File: src/rtl/fcvt_seq_unit.sv
// RV32F FCVT.S.W/S.WU/W.S/WU.S converter using a one-bit-per-cycle normaliser with RNE rounding.
// Latency: accept at T, out_valid at T+3+k (k = NORM shifts); zero/NaN/Inf/overflow cases at T+1.
// Backpressure: in_ready only in IDLE; result/fflags held in DONE until out_ready, no request queueing.
module fcvt_seq_unit (
    input  logic        clk,
    input  logic        rst,
    input  logic        in_valid,
    output logic        in_ready,
    input  logic [1:0]  op,
    input  logic [31:0] operand,
    output logic        out_valid,
    input  logic        out_ready,
    output logic [31:0] result,
    output logic [4:0]  fflags
);

    typedef enum logic [1:0] {IDLE = 2'd0, NORM = 2'd1, ROUND = 2'd2, DONE = 2'd3} state_t;

    state_t      state;
    logic [1:0]  op_q;
    logic        sign_q;
    logic [31:0] sig_q;      // integer magnitude (S.*) or significand (W.*)
    logic [7:0]  exp_q;      // running binary32 exponent for int->float
    logic [7:0]  cnt_q;      // remaining shifts for float->int
    logic        left_q;     // float->int shift direction
    logic        guard_q;
    logic        sticky_q;

    // Request classification, evaluated on the incoming operand
    logic [7:0]  f_exp;
    logic [22:0] f_mant;
    logic        in_neg;
    logic [31:0] in_mag;
    logic        is_nan;
    logic        is_sat;
    logic [31:0] sat_val;
    logic [7:0]  rsh;
    logic [7:0]  cnt_in;

    // Decode the incoming operand into sign/magnitude, special cases and shift count
    always_comb begin
        f_exp   = operand[30:23];
        f_mant  = operand[22:0];
        in_neg  = ~op[0] & operand[31];
        in_mag  = in_neg ? (~operand + 32'd1) : operand;
        is_nan  = (f_exp == 8'hFF) && (f_mant != 23'd0);
        is_sat  = (f_exp >= 8'd159);
        if (is_nan)
            sat_val = op[0] ? 32'hFFFF_FFFF : 32'h7FFF_FFFF;
        else if (operand[31])
            sat_val = op[0] ? 32'h0000_0000 : 32'h8000_0000;
        else
            sat_val = op[0] ? 32'hFFFF_FFFF : 32'h7FFF_FFFF;
        rsh = 8'd150 - f_exp;
        if (f_exp > 8'd150)
            cnt_in = f_exp - 8'd150;
        else if (rsh > 8'd26)
            cnt_in = 8'd26;
        else
            cnt_in = rsh;
    end

    // Rounding of the normalised state
    logic [23:0]        frac_sum;
    logic               i_up;
    logic               i_nx;
    logic [7:0]         i_exp;
    logic [31:0]        i2f_res;
    logic               f_up;
    logic [32:0]        f_mag;
    logic signed [33:0] f_val;
    logic [31:0]        f2i_res;
    logic               f_nv;
    logic               f_nx;

    // RNE for both directions plus the float->int range check on the rounded value
    always_comb begin
        i_nx     = sig_q[7] | (|sig_q[6:0]);
        i_up     = sig_q[7] & ((|sig_q[6:0]) | sig_q[8]);
        frac_sum = {1'b0, sig_q[30:8]} + {23'd0, i_up};
        i_exp    = exp_q + {7'd0, frac_sum[23]};
        i2f_res  = {sign_q, i_exp, frac_sum[22:0]};

        f_up    = guard_q & (sticky_q | sig_q[0]);
        f_mag   = {1'b0, sig_q} + {32'd0, f_up};
        f_val   = sign_q ? -$signed({1'b0, f_mag}) : $signed({1'b0, f_mag});
        f_nx    = guard_q | sticky_q;
        f_nv    = 1'b0;
        f2i_res = f_val[31:0];
        if (!op_q[0]) begin
            if (f_val > 34'sd2147483647 || f_val < -34'sd2147483648) begin
                f2i_res = sign_q ? 32'h8000_0000 : 32'h7FFF_FFFF;
                f_nv    = 1'b1;
                f_nx    = 1'b0;
            end
        end else begin
            if (f_val < 34'sd0) begin
                f2i_res = 32'h0000_0000;
                f_nv    = 1'b1;
                f_nx    = 1'b0;
            end else if (f_val > 34'sd4294967295) begin
                f2i_res = 32'hFFFF_FFFF;
                f_nv    = 1'b1;
                f_nx    = 1'b0;
            end
        end
    end

    assign in_ready = (state == IDLE);

    // Control FSM with registered datapath and outputs
    always_ff @(posedge clk or negedge rst) begin
        if (!rst) begin
            state     <= IDLE;
            op_q      <= 2'd0;
            sign_q    <= 1'b0;
            sig_q     <= 32'd0;
            exp_q     <= 8'd0;
            cnt_q     <= 8'd0;
            left_q    <= 1'b0;
            guard_q   <= 1'b0;
            sticky_q  <= 1'b0;
            out_valid <= 1'b0;
            result    <= 32'd0;
            fflags    <= 5'd0;
        end else begin
            case (state)
                IDLE: begin
                    if (in_valid) begin
                        op_q     <= op;
                        guard_q  <= 1'b0;
                        sticky_q <= 1'b0;
                        if (!op[1]) begin
                            sign_q <= in_neg;
                            sig_q  <= in_mag;
                            exp_q  <= 8'd158;
                            left_q <= 1'b1;
                            if (in_mag == 32'd0) begin
                                result <= 32'd0;
                                fflags <= 5'd0;
                                state  <= DONE;
                            end else begin
                                state  <= NORM;
                            end
                        end else begin
                            sign_q <= operand[31];
                            sig_q  <= {8'd0, (f_exp != 8'd0), f_mant};
                            exp_q  <= f_exp;
                            left_q <= (f_exp > 8'd150);
                            cnt_q  <= cnt_in;
                            if (is_sat) begin
                                result <= sat_val;
                                fflags <= 5'b10000;
                                state  <= DONE;
                            end else begin
                                state  <= NORM;
                            end
                        end
                    end
                end
                NORM: begin
                    if (!op_q[1]) begin
                        if (!sig_q[31]) begin
                            sig_q <= {sig_q[30:0], 1'b0};
                            exp_q <= exp_q - 8'd1;
                        end else begin
                            state <= ROUND;
                        end
                    end else if (cnt_q == 8'd0) begin
                        state <= ROUND;
                    end else begin
                        cnt_q <= cnt_q - 8'd1;
                        if (left_q) begin
                            sig_q <= {sig_q[30:0], 1'b0};
                        end else begin
                            sig_q    <= {1'b0, sig_q[31:1]};
                            guard_q  <= sig_q[0];
                            sticky_q <= sticky_q | guard_q;
                        end
                    end
                end
                ROUND: begin
                    result <= op_q[1] ? f2i_res : i2f_res;
                    fflags <= op_q[1] ? {f_nv, 3'b000, f_nx} : {4'b0000, i_nx};
                    state  <= DONE;
                end
                DONE: begin
                    if (!out_valid) begin
                        out_valid <= 1'b1;
                    end else if (out_ready) begin
                        out_valid <= 1'b0;
                        state     <= IDLE;
                    end
                end
                default: state <= IDLE;
            endcase
        end
    end

endmodule
File: config.mk
export PLATFORM = sky130hd
export DESIGN_NAME = fcvt_seq_unit
export DESIGN_NICKNAME = d
export VERILOG_FILES = /design/src/rtl/fcvt_seq_unit.sv
export SDC_FILE = /design/constraint.sdc
export NUM_CORES = 1
export LEC_CHECK = 0
export CORE_MARGIN = 1.5
export CORE_UTILIZATION = 65
export CTS_CLUSTER_SIZE = 40
export DETAILED_ROUTE_END_ITERATION = 12
export MAX_ROUTING_LAYER = met4
export PLACE_DENSITY = 0.95
export SYNTH_ARGS = -nofsm -noshare
export SYNTH_HDL_FRONTEND = slang
export SYNTH_SLANG_ARGS = --single-unit
File: constraint.sdc
create_clock -name clk -period 12.1 [get_ports clk]
set_input_delay 2.42 -clock clk [delete_from_list [all_inputs] [get_ports clk]]
set_output_delay 2.42 -clock clk [all_outputs]
set_load 0.02 [all_outputs]
; Word-level counts from Yosys, hierarchy flattened
; Cells that the tools add are included.
[word_totals]
reg_bits = 94
inputBits = 38
out_inout_bits = 39
wordCells = 148
[op_classes]
addsub = 9
order_cmp = 7
eq_ne = 19
mux = 73
bitwise = 9
n_reduce_logical = 18
[op_table]
columns = operator, n
row1 = $mux W32, 21
row2 = $pmux W32 S2, 2
row3 = $mux W8, 10
row4 = $gt A34 B32 Y1 const B, 1
row5 = $gt A34 B33 Y1 const B, 1
row6 = $lt A34 B1 Y1 const B, 1
row7 = $lt A34 B32 Y1 const B, 1
row8 = $mux W34, 1
row9 = $neg A33 Y34, 1
row10 = $add A32 B1 Y33, 1
row11 = $add A32 B1 Y32 const B, 1
row12 = $logic_not A32 Y1, 1
row13 = $not A32 Y32, 1
row14 = $pmux W8 S2, 2
row15 = $mux W5, 5
row16 = $add A23 B1 Y24, 1
row17 = $reduce_bool A23 Y1, 1
row18 = $mux W1, 19
row19 = $mux W2, 9
row20 = $ne A2 B2 Y1 const B, 8
row21 = $sub A8 B1 Y8 const B, 2
row22 = $reduce_and A5 Y1, 3
row23 = $ne A3 B3 Y1 const B, 4
row24 = $reduce_and A4 Y1, 3
row25 = 27 further kinds, 35

; Depth between registers and ports, before layout
; Gate-level depths: netlist of run 1.
[logic_depth]
word_depth = 11
mapped_depth = 17
ltp_nobuf = 16

; Least setup slack after synthesis of run 1
; OpenSTA, ideal clock, no wires.
[synth_path]
path_kind = input to register
from = input operand[6]
to = register fflags[4]
setup_ns = 0.120
arrival_time_ns = 5.679
required_time_ns = 11.980
path_slack_ns = 6.301
stages = 13
n_path_buf = 3
path_cell_list = clkbuf_2 or4_4 buf_6 or3_1 buf_2 o211a_1 a2111oi_2 o2111ai_1 a2111oi_2 a31o_1 and2b_4 mux2_2 a31o_2
[synth_via]
elab_chain_len = 6
[synth_rtl]
columns = item, line_no
row1 = from (decl), 10  ; input logic [31:0] operand,
row2 = $not A32 Y32, 45  ; in_mag = in_neg ? (~operand + 32'd1) : operand;
row3 = $add A32 B1 Y32, 45
row4 = $mux W32 (*), 45
row5 = $logic_not A32 Y1 (*), 138  ; if (in_mag == 32'd0) begin
row6 = $ne A3 B1 Y1 (no line) (*), -
row7 = $reduce_and A4 Y1 (no line) (*), -
row8 = to (signal assigned), 184  ; fflags <= op_q[1] ? {f_nv, 3'b000, f_nx} : {4'b0000, i_nx};
row9 = to (decl), 14  ; output logic [4:0] fflags
; Mark *: on every way between the ends. The rest lies on a longest branch, timed or not.
; A chain may end at the register's enable or synchronous reset.

; Final worst setup path of run 1
[layout_path]
from = input operand[1]
to = register result[23]
[layout_via]
elab_chain_len = 7
elab_cells_between_ends = 13
classes_between = add/sub: 1 / eq/ne: 1 / mux: 6 / bitwise: 1 / reduce/logical: 4
[layout_rtl]
columns = item, line_no
row1 = "parallel branches: the longest is 7 deep, another holds $add A32 B1 Y32", -
row2 = to (signal assigned), 152  ; result <= sat_val;
row3 = to (signal assigned), 183  ; result <= op_q[1] ? f2i_res : i2f_res;
row4 = to (decl), 13  ; output logic [31:0] result,
; Several ways; the timed one is not identified. The select of a mux whose other input is x is not followed.

==> results.txt, run 1 <==
In the layout the commonest cells are sky130_fd_sc_hd__nand2_1, sky130_fd_sc_hd__o21ai_0, sky130_fd_sc_hd__nor2_1. The sum of negative setup slack is 0 ns. The overall die area came out at 15,300 µm². The number of hold buffers added after CTS was 0.

The core region is 14,000 µm². Setup violations remaining at the end of the flow were counted as 0. The proportion of synthesized chip area in sequential cells came out at 24.1%. In the synthesized netlist the dominant register cell turns out to be sky130_fd_sc_hd__dfrtp_1. The count of unique library cells instantiated by Yosys is 93. The cell type group with the largest total delay on the critical path is simple AND/OR/NAND/NOR gates. The post-CTS setup repair buffer count came out at 0.

The final-report max-slew violation count is 0. The number of max-cap violations is 0. The tree is rooted in a sky130_fd_sc_hd__clkbuf_16. After technology mapping, the gate count stands at 1,276. The overall via count from detail_route is 9,855. The total global routing track utilization came out at 38.9%. The fraction of met1 tracks used by global routing is 50.3%. The post-synthesis async set-or-reset flop share is 100%. The critical path goes through clkdlybuf4s50_1 > inv_1 > ha_1 > nor4b_2 > nand4_1 > nor3_1 > o22ai_1 > a211o_1 > a2111oi_2 > a21bo_2 > and2_0 > a221oi_1. The number of placement rows is 43.

The number of enable-type register cells in the synthesized netlist is 0. The worst path arrival time is 7.24 ns. For the pin with the worst max-slew slack, the measured transition is 1.17 ns. met2 is the most crowded layer. The net switching fraction of the power came out at 52.8%. The share of total power in combinational logic is 61.8%. For this design the ratio of total power to cell area is 264 nW/µm². Across the routed clock network, the largest skew measured is 0.0103 ns. The final critical path time including I/O delays and setup came out at 7.05 ns. The largest net degree at the start of global routing is 90. The antenna cell count is 0. TritonCTS built the clock tree.

Data on the critical path is required at its endpoint by 12.29 ns. The detailed-routing iteration count for the pre-antenna-repair pass came out at 6. The floorplan die width came out at 124 µm. The wire length per cell came out at 19.6 µm.

The final weighted congestion in routability-driven placement came out at 1.01. The type of destination of the critical path is a register. The area added between synthesis and finish came out at 8.62%.

The number of global-route vias before repair is 8,783. The maximum buffer depth of the clock tree is 2. The number of remaining DRC errors came out at 0.

The register share of total power came out at 27.3%. Setup repair after global routing left no endpoint under its margin. The remaining antenna violation count came out at 0. The average instance in the mapped netlist occupies 7.41 µm². The non-filler instance count after layout is 1,438.

The I/O pin total is 77. The first-pass GRT wire length came out at 45,300 µm. The internal power of the cells totals 1.28 mW. The total placed cells including tap cells came out at 1,422. Using the TritonRoute via totals, the vias-per-cell ratio works out to 6.85.

The count of clock tree sinks is 91. In this run the cell area of the synthesized design comes to 9460 µm². IR analysis of the VDD net gives a maximum drop of 0.203 mV.

The largest fanout of any net on the critical path came out at 30. Global routing used 59.5% of the available met2 tracks. The met3 global-route usage came out at 5.40%. The type of the setup path with the least slack is input pin to register.

The detailed router's first-iteration violation count is 1,332. From bottom edge to top edge, the die measures 124 µm. The global-route congestion overflow total is 0.

The worst max-slew margin expressed relative to the limit came out at 21.8%. The most common cell after layout, fill and taps aside is sky130_fd_sc_hd__nand2_1. The run finished with clean final reports. For this run, the slowest stage of the critical path takes 0.83 ns.

The power dissipated by switching net loads is 1.43 mW. The category of the worst setup path launch point is an input pin. The clock group share of total power is 10.9%. The number of buffer cells added on primary ports is 73. The initial core utilization is 67.4%. The post-DP HPWL came out at 20,600 µm. The worst hold-check path type is register to register. The final net count came out at 1,312. The H-tree depth came out at 3. The synthesis-stage register bit count is 91. The number of clock buffers added by TritonCTS is 9.

The clock latency on the worst-skew pair is 0.37 ns. The initial antenna violation count came to 0. The final count of hold timing violations came to 0. The share of the clock period used by the worst path after layout came out at 58.3%. Clock-pin slew was measured on the worst setup and hold paths at 0.07 ns.

The cell with the largest stage delay on the worst path is sky130_fd_sc_hd__and2_0. The routed design has 28,200 µm of wire. The combined buffer and inverter count along the critical path is 2.

In the final layout, the share of cells above drive strength 1 is 5.72%. Derived from the worst setup path, the maximum achievable clock frequency is 142 MHz. The static power due to leakage is 3.76 nW.

The count of warnings emitted by yosys is 0. The number of resized instances in the post-cts repair step is 0.
[path summary, 6_finish.rpt]
| check | startpoint | to | slack, ns | depth (start not counted) |
|---|---|---|---|---|
| min in group asynchronous | rst | result[8]$_DFFE_PN0P_ | 1.98 | 1 |
| hold reg to reg | result[31]$_DFFE_PN0P_ | result[31]$_DFFE_PN0P_ | 0.54 | 2 |
| max in group asynchronous | rst | exp_q[0]$_DFFE_PN0P_ | 8.99 | 2 |
| setup reg to reg | sig_q[0]$_DFFE_PN0P_ | result[23]$_DFFE_PN0P_ | 6.13 | 12 |
| setup / recovery | operand[1] | result[23]$_DFFE_PN0P_ | 5.05 | 12 |
| hold / removal | result[31]$_DFFE_PN0P_ | result[31]$_DFFE_PN0P_ | 0.54 | 2 |
[metrics by stage]
| step | total power [mW] | hold WS (ns) | cell area, µm² | setup WS (ns) | utilization [%] |
|---|---|---|---|---|---|
| floorplan | 1.93 | 0.486 | 9470 | 6.30 | - |
| global placement | 2.31 | 0.510 | 9970 | 4.91 | 71.0 |
| detailed placement | 2.37 | 0.522 | 9970 | 4.77 | 71.0 |
| CTS | 2.67 | 0.541 | 10300 | 5.14 | 73.2 |
| global route | 2.90 | 0.578 | 10300 | 4.70 | 73.2 |
| finish | 2.71 | 0.538 | 10300 | 5.05 | 73.2 |
[cells in the mapped netlist (all sizes together), types with 10 or more instances]
library cell,number,share of area (%)
a211oi,12,1.0
a21oi,65,3.5
a221oi,11,1.4
a22oi,32,2.5
a31oi,17,1.3
and2,10,0.66
and3,12,0.79
buf,35,2.3
clkbuf,86,3.4
dfrtp,91,24
ha,21,2.8
inv,34,1.3
nand2,150,6.0
nand2b,15,0.99
nand3,45,2.4
nand4,29,2.0
nor2,92,3.7
nor3,34,1.9
nor4,28,2.2
o21ai,145,7.8
o22ai,20,1.4
o31ai,12,1.0
or4,11,0.91
xnor2,83,7.7
xor2,42,3.9
[cell families after synthesis]
logic type | Yosys count | synth area share, %
buf+inv | 155 | 7.08
fa+ha+maj | 21 | 2.78
mux | 12 | 1.32
compound gates | 403 | 28.3
flops | 91 | 24.1
other cells | 1 | 0.0396
xor+xnor | 125 | 11.6
simple gates | 468 | 24.8
[worst min-delay path, stage by stage, from the launching register on]
cell	delay, ns
sky130_fd_sc_hd__dfrtp_1	0.35
sky130_fd_sc_hd__nor2_1	0.05
sky130_fd_sc_hd__a21oi_1	0.10
[area by class of cell]
class | count | area (µm²)
flip-flops and latches | 91 | 2280
repair buffers | 85 | 818
multi-input cells | 1032 | 6520
inverters | 34 | 128
well taps | 180 | 225
fillers | 1121 | 3770
clock buffers | 9 | 225
clock inverters | 7 | 78.8
[registers in the layout (all words and copies together) (netlist names)]
name,cells
guard_q,1
fflags,2
sticky_q,1
exp_q,8
cnt_q,8
result,32
sig_q,32
state,2
left_q,1
out_valid,1
sign_q,1
op_q,2
[power by group through the flow]
| stage | registers [mW] | logic [mW] | clock network, mW |
|---|---|---|---|
| after floorplan | 0.627 | 1.30 | 0 |
| after global routing | 0.761 | 1.84 | 0.307 |
| final | 0.739 | 1.68 | 0.295 |
| after CTS | 0.727 | 1.65 | 0.294 |
| after global placement | 0.721 | 1.59 | 0 |
| after detailed placement | 0.733 | 1.64 | 0 |
[routing by layer]
layer	vias up	wire, µm	part of all wire [%]
li1	4611	-	-
met1	4574	11500	41
met2	573	12800	45
met3	97	2410	8.5
met4	0	1460	5.2
met5	-	0	0
(Power assumes the default switching activity.)
==> inputs of run 2 (changes only) <==
CORE_UTILIZATION = 60   (was 65)
PLACE_DENSITY = 0.89   (was 0.95)
clock period = 7.3 ns   (was 12.1 ns; I/O delays follow)
==> results.txt, run 2 (synthesis results as in run 1) <==
The flow ran to the end, and the final reports show no timing, DRC or antenna violations. For the worst setup path, the data required time is 7.50 ns. The power dissipated by switching net loads is 2.34 mW. The clock transition at the registers of the reported paths came out at 0.08 ns. Adding up every negative setup slack in the final design gives 0 ns. The wire length per cell came out at 19.1 µm. The share of total power dissipated in sequential elements is 27.4%. The share of total power in combinational logic came out at 61.8%. The share of the clock period used by the worst path after layout came out at 78.8%. The first-pass GRT wire length is 45,400 µm.

The count of hold-fix buffers inserted at cts is 0. In the routed design, unresolved DRC markers number 0. Summing over every cut layer, the via total after detailed routing is 9,839.

Setup repair after global routing left no endpoint under its margin. The fraction of final layout cells with drive strength greater than 1 is 6.02%. The count of clock tree sinks is 91.

In this run the core area contains 45 standard-cell rows. The worst hold path cell count is 2. Leaving out fill and tap cells, the most frequent cells in the layout are sky130_fd_sc_hd__nand2_1, sky130_fd_sc_hd__o21ai_0, sky130_fd_sc_hd__nor2_1. The initial antenna violation count came out at 0.

The static power due to leakage came out at 3.78 nW. The maximum buffer depth of the clock tree came out at 2. STA classifies the critical path startpoint as a register. The average vias per placed instance came out at 6.68. The slew of the pin with the lowest slew margin is 1.18 ns. The floorplan core area came out at 15,300 µm².

Derived from the worst setup path, the maximum achievable clock frequency is 174 MHz. The worst IR drop on VDD came out at 0.209 mV. Global routing consumed, over all layers together, 35.5% of the routing resources. Traced cell by cell, the critical path runs through o21a_1 > ha_1 > ha_1 > nand4_1 > nor4_2 > xor2_1 > a2bb2o_1 > nand4_2 > or2_1 > o31ai_1 > o2bb2ai_1 > o31ai_2 > a21oi_1. In this run the count of I/O pins placed on the die edge is 77. Setup violations remaining at the end of the flow were counted as 0. The internal power summed over all cells is 2.13 mW. Relative to the synthesized area, the layout overhead comes to 9.38%. In the final layout, the registers with the most flip-flops are result (32), sig_q (32). The total power consumption of the routed design came out at 4.47 mW. The register-to-register setup slack is 1.55 ns. Summed over all layers, the global routing overflow is 0. The final-report max-slew violation count came out at 0. The detailed-route wire length is 28,100 µm. The overall die area is 16,500 µm². The type of the setup path with the least slack is register to register. The delay of the slowest cell on the worst path is 1.05 ns. The number of max-cap violations came out at 0. The worst hold path startpoint is result[31]$_DFFE_PN0P_. The die boundary height came out at 129 µm.

The HPWL after detailed placement is 20,400 µm. The remaining antenna violation count came out at 0. The net switching fraction of the power came out at 52.3%.

The clock group share of total power is 10.8%. The detailed router's first-iteration violation count is 1,299. The largest net degree at the start of global routing came out at 91. The startpoint identified for the worst register-to-register timing path is sig_q[0]$_DFFE_PN0P_. The type of destination of the critical path is a register. In this run the post-CTS setup repair buffer count came out at 0. The worst max-slew margin expressed relative to the limit came out at 21.1%. The floorplan die width came out at 129 µm. For the finished layout, the period the worst path requires is 5.75 ns. The cell with the largest stage delay on the worst path is sky130_fd_sc_hd__o31ai_2.

The initial core utilization came out at 61.8%. The cell occurring most often along the worst timing path is sky130_fd_sc_hd__ha_1. The clock latency on the worst-skew pair came out at 0.37 ns. The tree is rooted in a sky130_fd_sc_hd__clkbuf_16. The number of global-route vias before repair was 8,702. The clock tree synthesis step divided the H-tree into 3 levels.

The detailed-routing iteration count for the pre-antenna-repair pass is 7. The number of cells on the worst reg-to-reg path is 13. The largest fanout of any net on the critical path came out at 16. The most common cell after layout, fill and taps aside is sky130_fd_sc_hd__nand2_1.

After clock tree synthesis, the repair step resized 0 gates. At the end of the flow, the number of nets in the layout was 1,316. In this run, CTS created clock tree buffers numbering 9. The power density over the cells is 432 nW/µm². For hold timing, the worst endpoint is result[31]$_DFFE_PN0P_.

Routability-driven placement finished with a final weighted congestion of 0.988. Across the routed clock network, the largest skew measured is 0.0135 ns. The endpoint identified for the worst register-to-register timing path is result[16]$_DFFE_PN0P_. The path class of the tightest hold or removal check is register to register. TritonCTS built the clock tree. The final count of hold timing violations is 0. The worst path arrival time came out at 5.96 ns. Input and output buffers added on the ports amount to 73. The antenna cell count came out at 0.
-- run 2: cell types whose count changed in the layout (fill, tap and decap cells not counted) --
cell	before	now
sky130_fd_sc_hd__buf_4	13	17
sky130_fd_sc_hd__clkinv_4	2	3
sky130_fd_sc_hd__inv_6	2	0
sky130_fd_sc_hd__inv_8	1	2
-- run 2: through the flow --
step           area [µm²]  hold WS (ns)  setup WS (ns)  cells  utilization, %
5_1_grt             10300         0.572           1.12   1473            67.6
4_1_cts             10300         0.543           1.65   1473            67.6
3_3_place_gp        10000         0.503           1.37   1457            65.6
6_report            10300         0.538           1.55   1473            67.6
2_1_floorplan        9470         0.486           2.46   1278               -
3_5_place_dp        10000         0.527           1.32   1457            65.6
-- run 2: final cells by class --
cell class	count	area (µm²)
multi-input combinational	1032	6520
fill	1343	4970
sequential	91	2280
timing repair buffer	89	848
tap	211	264
clock buffer	9	225
inverter	34	128
clock inverter	7	81.3
-- run 2: power groups by stage --
stage | clock network [mW] | logic [mW] | registers, mW
3_5_place_dp | 0 | 2.71 | 1.21
5_1_grt | 0.503 | 3.05 | 1.26
2_1_floorplan | 0 | 2.15 | 1.04
4_1_cts | 0.486 | 2.72 | 1.20
3_3_place_gp | 0 | 2.65 | 1.20
6_report | 0.484 | 2.76 | 1.22
-- run 2: how the worst max path moves through the flow --
stage	from	endpoint	slack, ns	depth (start not counted)
global placement	operand[1]	fflags[4]$_DFFE_PN0P_	1.37	13
CTS	sig_q[0]$_DFFE_PN0P_	result[16]$_DFFE_PN0P_	1.65	13
finish	sig_q[0]$_DFFE_PN0P_	result[16]$_DFFE_PN0P_	1.55	13
global route	sig_q[0]$_DFFE_PN0P_	result[16]$_DFFE_PN0P_	1.12	13
floorplan	operand[6]	fflags[4]$_DFFE_PN0P_	2.46	13
detailed placement	operand[1]	fflags[4]$_DFFE_PN0P_	1.32	13
-- run 2: worst max-delay path: cells and delay by family (launching register included) --
kind | cells | cell delay [ns]
AOI/OAI and AO/OA | 6 | 2.31
xor gates and xnor gates | 1 | 0.39
and+or+nand+nor | 4 | 1.55
DFF | 1 | 0.55
adders and majority gates | 2 | 0.76
-- run 2: layer usage --
metal | up-vias | track usage, % | wire length, µm
li1 | 4619 | - | -
met1 | 4592 | 46.8 | 11800
met2 | 534 | 54.0 | 12700
met3 | 94 | 3.91 | 2230
met4 | 0 | 18.4 | 1380
met5 | - | - | 0
==> RTL change: new RTL, settings of run 2 <==
Put one more register stage on the output `fflags`. The value now appears one clock later. The other outputs are not delayed to match.
--- a/src/rtl/fcvt_seq_unit.sv
+++ b/src/rtl/fcvt_seq_unit.sv
@@ -15,6 +15,8 @@
 );
 
     typedef enum logic [1:0] {IDLE = 2'd0, NORM = 2'd1, ROUND = 2'd2, DONE = 2'd3} state_t;
+
+    logic [4:0] fflags_s0;
 
     state_t      state;
     logic [1:0]  op_q;
@@ -122,7 +124,7 @@
             sticky_q  <= 1'b0;
             out_valid <= 1'b0;
             result    <= 32'd0;
-            fflags    <= 5'd0;
+            fflags_s0 <= 5'd0;
         end else begin
             case (state)
                 IDLE: begin
@@ -137,7 +139,7 @@
                             left_q <= 1'b1;
                             if (in_mag == 32'd0) begin
                                 result <= 32'd0;
-                                fflags <= 5'd0;
+                                fflags_s0 <= 5'd0;
                                 state  <= DONE;
                             end else begin
                                 state  <= NORM;
@@ -150,7 +152,7 @@
                             cnt_q  <= cnt_in;
                             if (is_sat) begin
                                 result <= sat_val;
-                                fflags <= 5'b10000;
+                                fflags_s0 <= 5'b10000;
                                 state  <= DONE;
                             end else begin
                                 state  <= NORM;
@@ -181,7 +183,7 @@
                 end
                 ROUND: begin
                     result <= op_q[1] ? f2i_res : i2f_res;
-                    fflags <= op_q[1] ? {f_nv, 3'b000, f_nx} : {4'b0000, i_nx};
+                    fflags_s0 <= op_q[1] ? {f_nv, 3'b000, f_nx} : {4'b0000, i_nx};
                     state  <= DONE;
                 end
                 DONE: begin
@@ -197,4 +199,8 @@
         end
     end
 
+    always_ff @(posedge clk) begin
+        fflags <= fflags_s0;
+    end
+
 endmodule
Formal check against the unedited RTL: not equivalent (a bounded check fails within 4 cycles, from zero or initial values and one cycle with rst low).
==> RTL change against run 2 <==
  * Sequential share of layout area hardly changed
  * Clock power is 5.0% lower
  * Design area is 1.8% higher
  * Non-clock buffer count is 3 lower
  * Largest cell class unchanged
  * Largest power group unchanged
  * Sequential cell count is 2 higher
  * Setup slack worse by 0.15 ns
  * Total power is 4.1% lower
  * Count of clock-buffer cells in the layout stayed put
  * Area after synthesis is 2.9% higher
  * Maximum frequency is 2.6% lower
  * Wire length is 5.3% lower
==> RTL change: results (changes against run 2) <==
stage	metric	value	unit	change
drt	DRC marker count from the first detailed-route iteration	1163		-10%
placement	placer's final routability congestion estimate	0.9744		-1.3%
drt	total iterations of the first detailed-routing run	6		-1
synthesis	post-synthesis async set-or-reset flop share	97.85	%	-2.2 points
synthesis	portion of the post-synthesis area used by sequential elements	23.81	%	-0.26 points
sta	Final Max Tran Viols	0		unchanged
grt	met1 track demand over resource	43.72	%	-3.1 points
setup_path	Critical Path Slowest Stage Cell	sky130_fd_sc_hd__nor3_1		
synthesis	leading cell types by count after synthesis	sky130_fd_sc_hd__nand2_1 (164), sky130_fd_sc_hd__o21ai_0 (134), sky130_fd_sc_hd__nor2_1 (106)		
grt	met3 demand-to-capacity share in global routing	4.920	%	+1.0 points
sta	transition time at the pin with the least slew margin	1.062	ns	-0.1148 ns
drt	routed via count	9815		-0.24%
final_layout	Filler cells	1383		+3.0%
setup_path	CP max FO	12		-4
final_layout	largest registers in the final layout	result: 32 flops, sig_q: 32 flops		
cts	insertion delay to the later sink of the worst-skew pair	0.36	ns	
setup_path	setup slack on the worst flop-to-flop path	1.39	ns	-0.15 ns
drt	WL per Instance	17.76	um	-6.9%
grt	aggregate global-route resource usage	32.84	%	-2.7 points
grt	number of antenna violations at the first check in global routing	0		unchanged
grt	M2 GR Usage	50.22	%	-3.8 points
placement	pre-CTS WS	1.173	ns	-0.1459 ns
setup_path	signal arrival time at the worst endpoint	6.20	ns	+0.24 ns
grt	largest net degree at the start of global routing	90		-1.1%
worst_hold_path	start point of the worst hold path	fflags_s0[4]		
final_layout	net count reported at finish	1337		+1.6%
final_layout	share of post-route cells with drive strength above 1	8.418	%	+2.4 points
pwr	Leakage Power	3.921	nW	+3.8%
outcome	status	complete, no violations		
grt	global-route wire length before repair	43220	um	-4.8%
grt	via count of the first global-routing pass	8573		-1.5%
synthesis	count of distinct cell types in the synthesized netlist	92		-1.1%
setup_path	worst stage delay on the critical path	0.63	ns	-0.42 ns
placement	HPWL after detailed placement	19530	um	-4.3%
sta	largest clock skew in the final design	0.01488	ns	+0.001345 ns
sta	Period minus WS final	5.907	ns	+0.1516 ns
pwr	worst vdd rail ir drop	203.8	uV	-2.5%
synthesis	top cells by area, synth	sky130_fd_sc_hd__dfrtp_1 (23%), sky130_fd_sc_hd__xnor2_1 (7.5%), sky130_fd_sc_hd__o21ai_0 (6.9%), sky130_fd_sc_hd__nand2_1 (6.3%), sky130_fd_sc_hd__nor2_1 (4.1%)		
-- RTL change: final cells by class --
class / instances / share of cell area, %
clock buffers: 9 / 2.137
clock inverters: 7 / 0.5937
inverters: 31 / 1.104
multi-input cells: 1057 / 63.77
flip-flops and latches: 93 / 21.99
well taps: 216 / 2.565
repair buffers: 86 / 7.837
-- RTL change: kinds of logic after synthesis --
logic type | after synthesis | synth area share, %
buffers and inverters | 156 | 7.250
multiplexers | 16 | 1.761
other | 1 | 0.03853
AO/OA/AOI/OAI | 376 | 25.72
AND/OR/NAND/NOR | 518 | 27.64
XOR/XNOR | 122 | 10.98
adder cells (fa/ha/maj) | 22 | 2.802
flip-flops | 93 | 23.81
-- RTL change: path summary, 6_finish.rpt --
kind,endpoint,cells after the start
min in group asynchronous,result[3],1
max in group asynchronous,exp_q[6],2
min,fflags[4],0
max reg2reg,result[7],14
min reg2reg,fflags[4],0
max,result[7],14
-- RTL change: report_power, final --
part           leakage, nW  internal, mW  switching [mW]
Combinational         2.65          1.06            1.57
Sequential            1.13         0.768           0.425
Clock                0.139         0.238           0.222
-- RTL change: per-layer routing --
layer | vias up | routed length (um)
met2 | 507 | 12100
met4 | 0 | 857
met3 | 70 | 2097
li1 | 4644 | -
met5 | - | 0
met1 | 4594 | 11570
-- RTL change: through the flow --
step           cell area, um2  total power [mW]  std cells  hold slack [ns]
2_1_floorplan            9741             3.116       1306           0.3472
3_3_place_gp            10250             3.676       1483           0.3635
3_5_place_dp            10250             3.755       1483           0.3785
4_1_cts                 10540             4.241       1499           0.3936
5_1_grt                 10540             4.614       1499           0.4005
6_report                10540             4.286       1499           0.3902
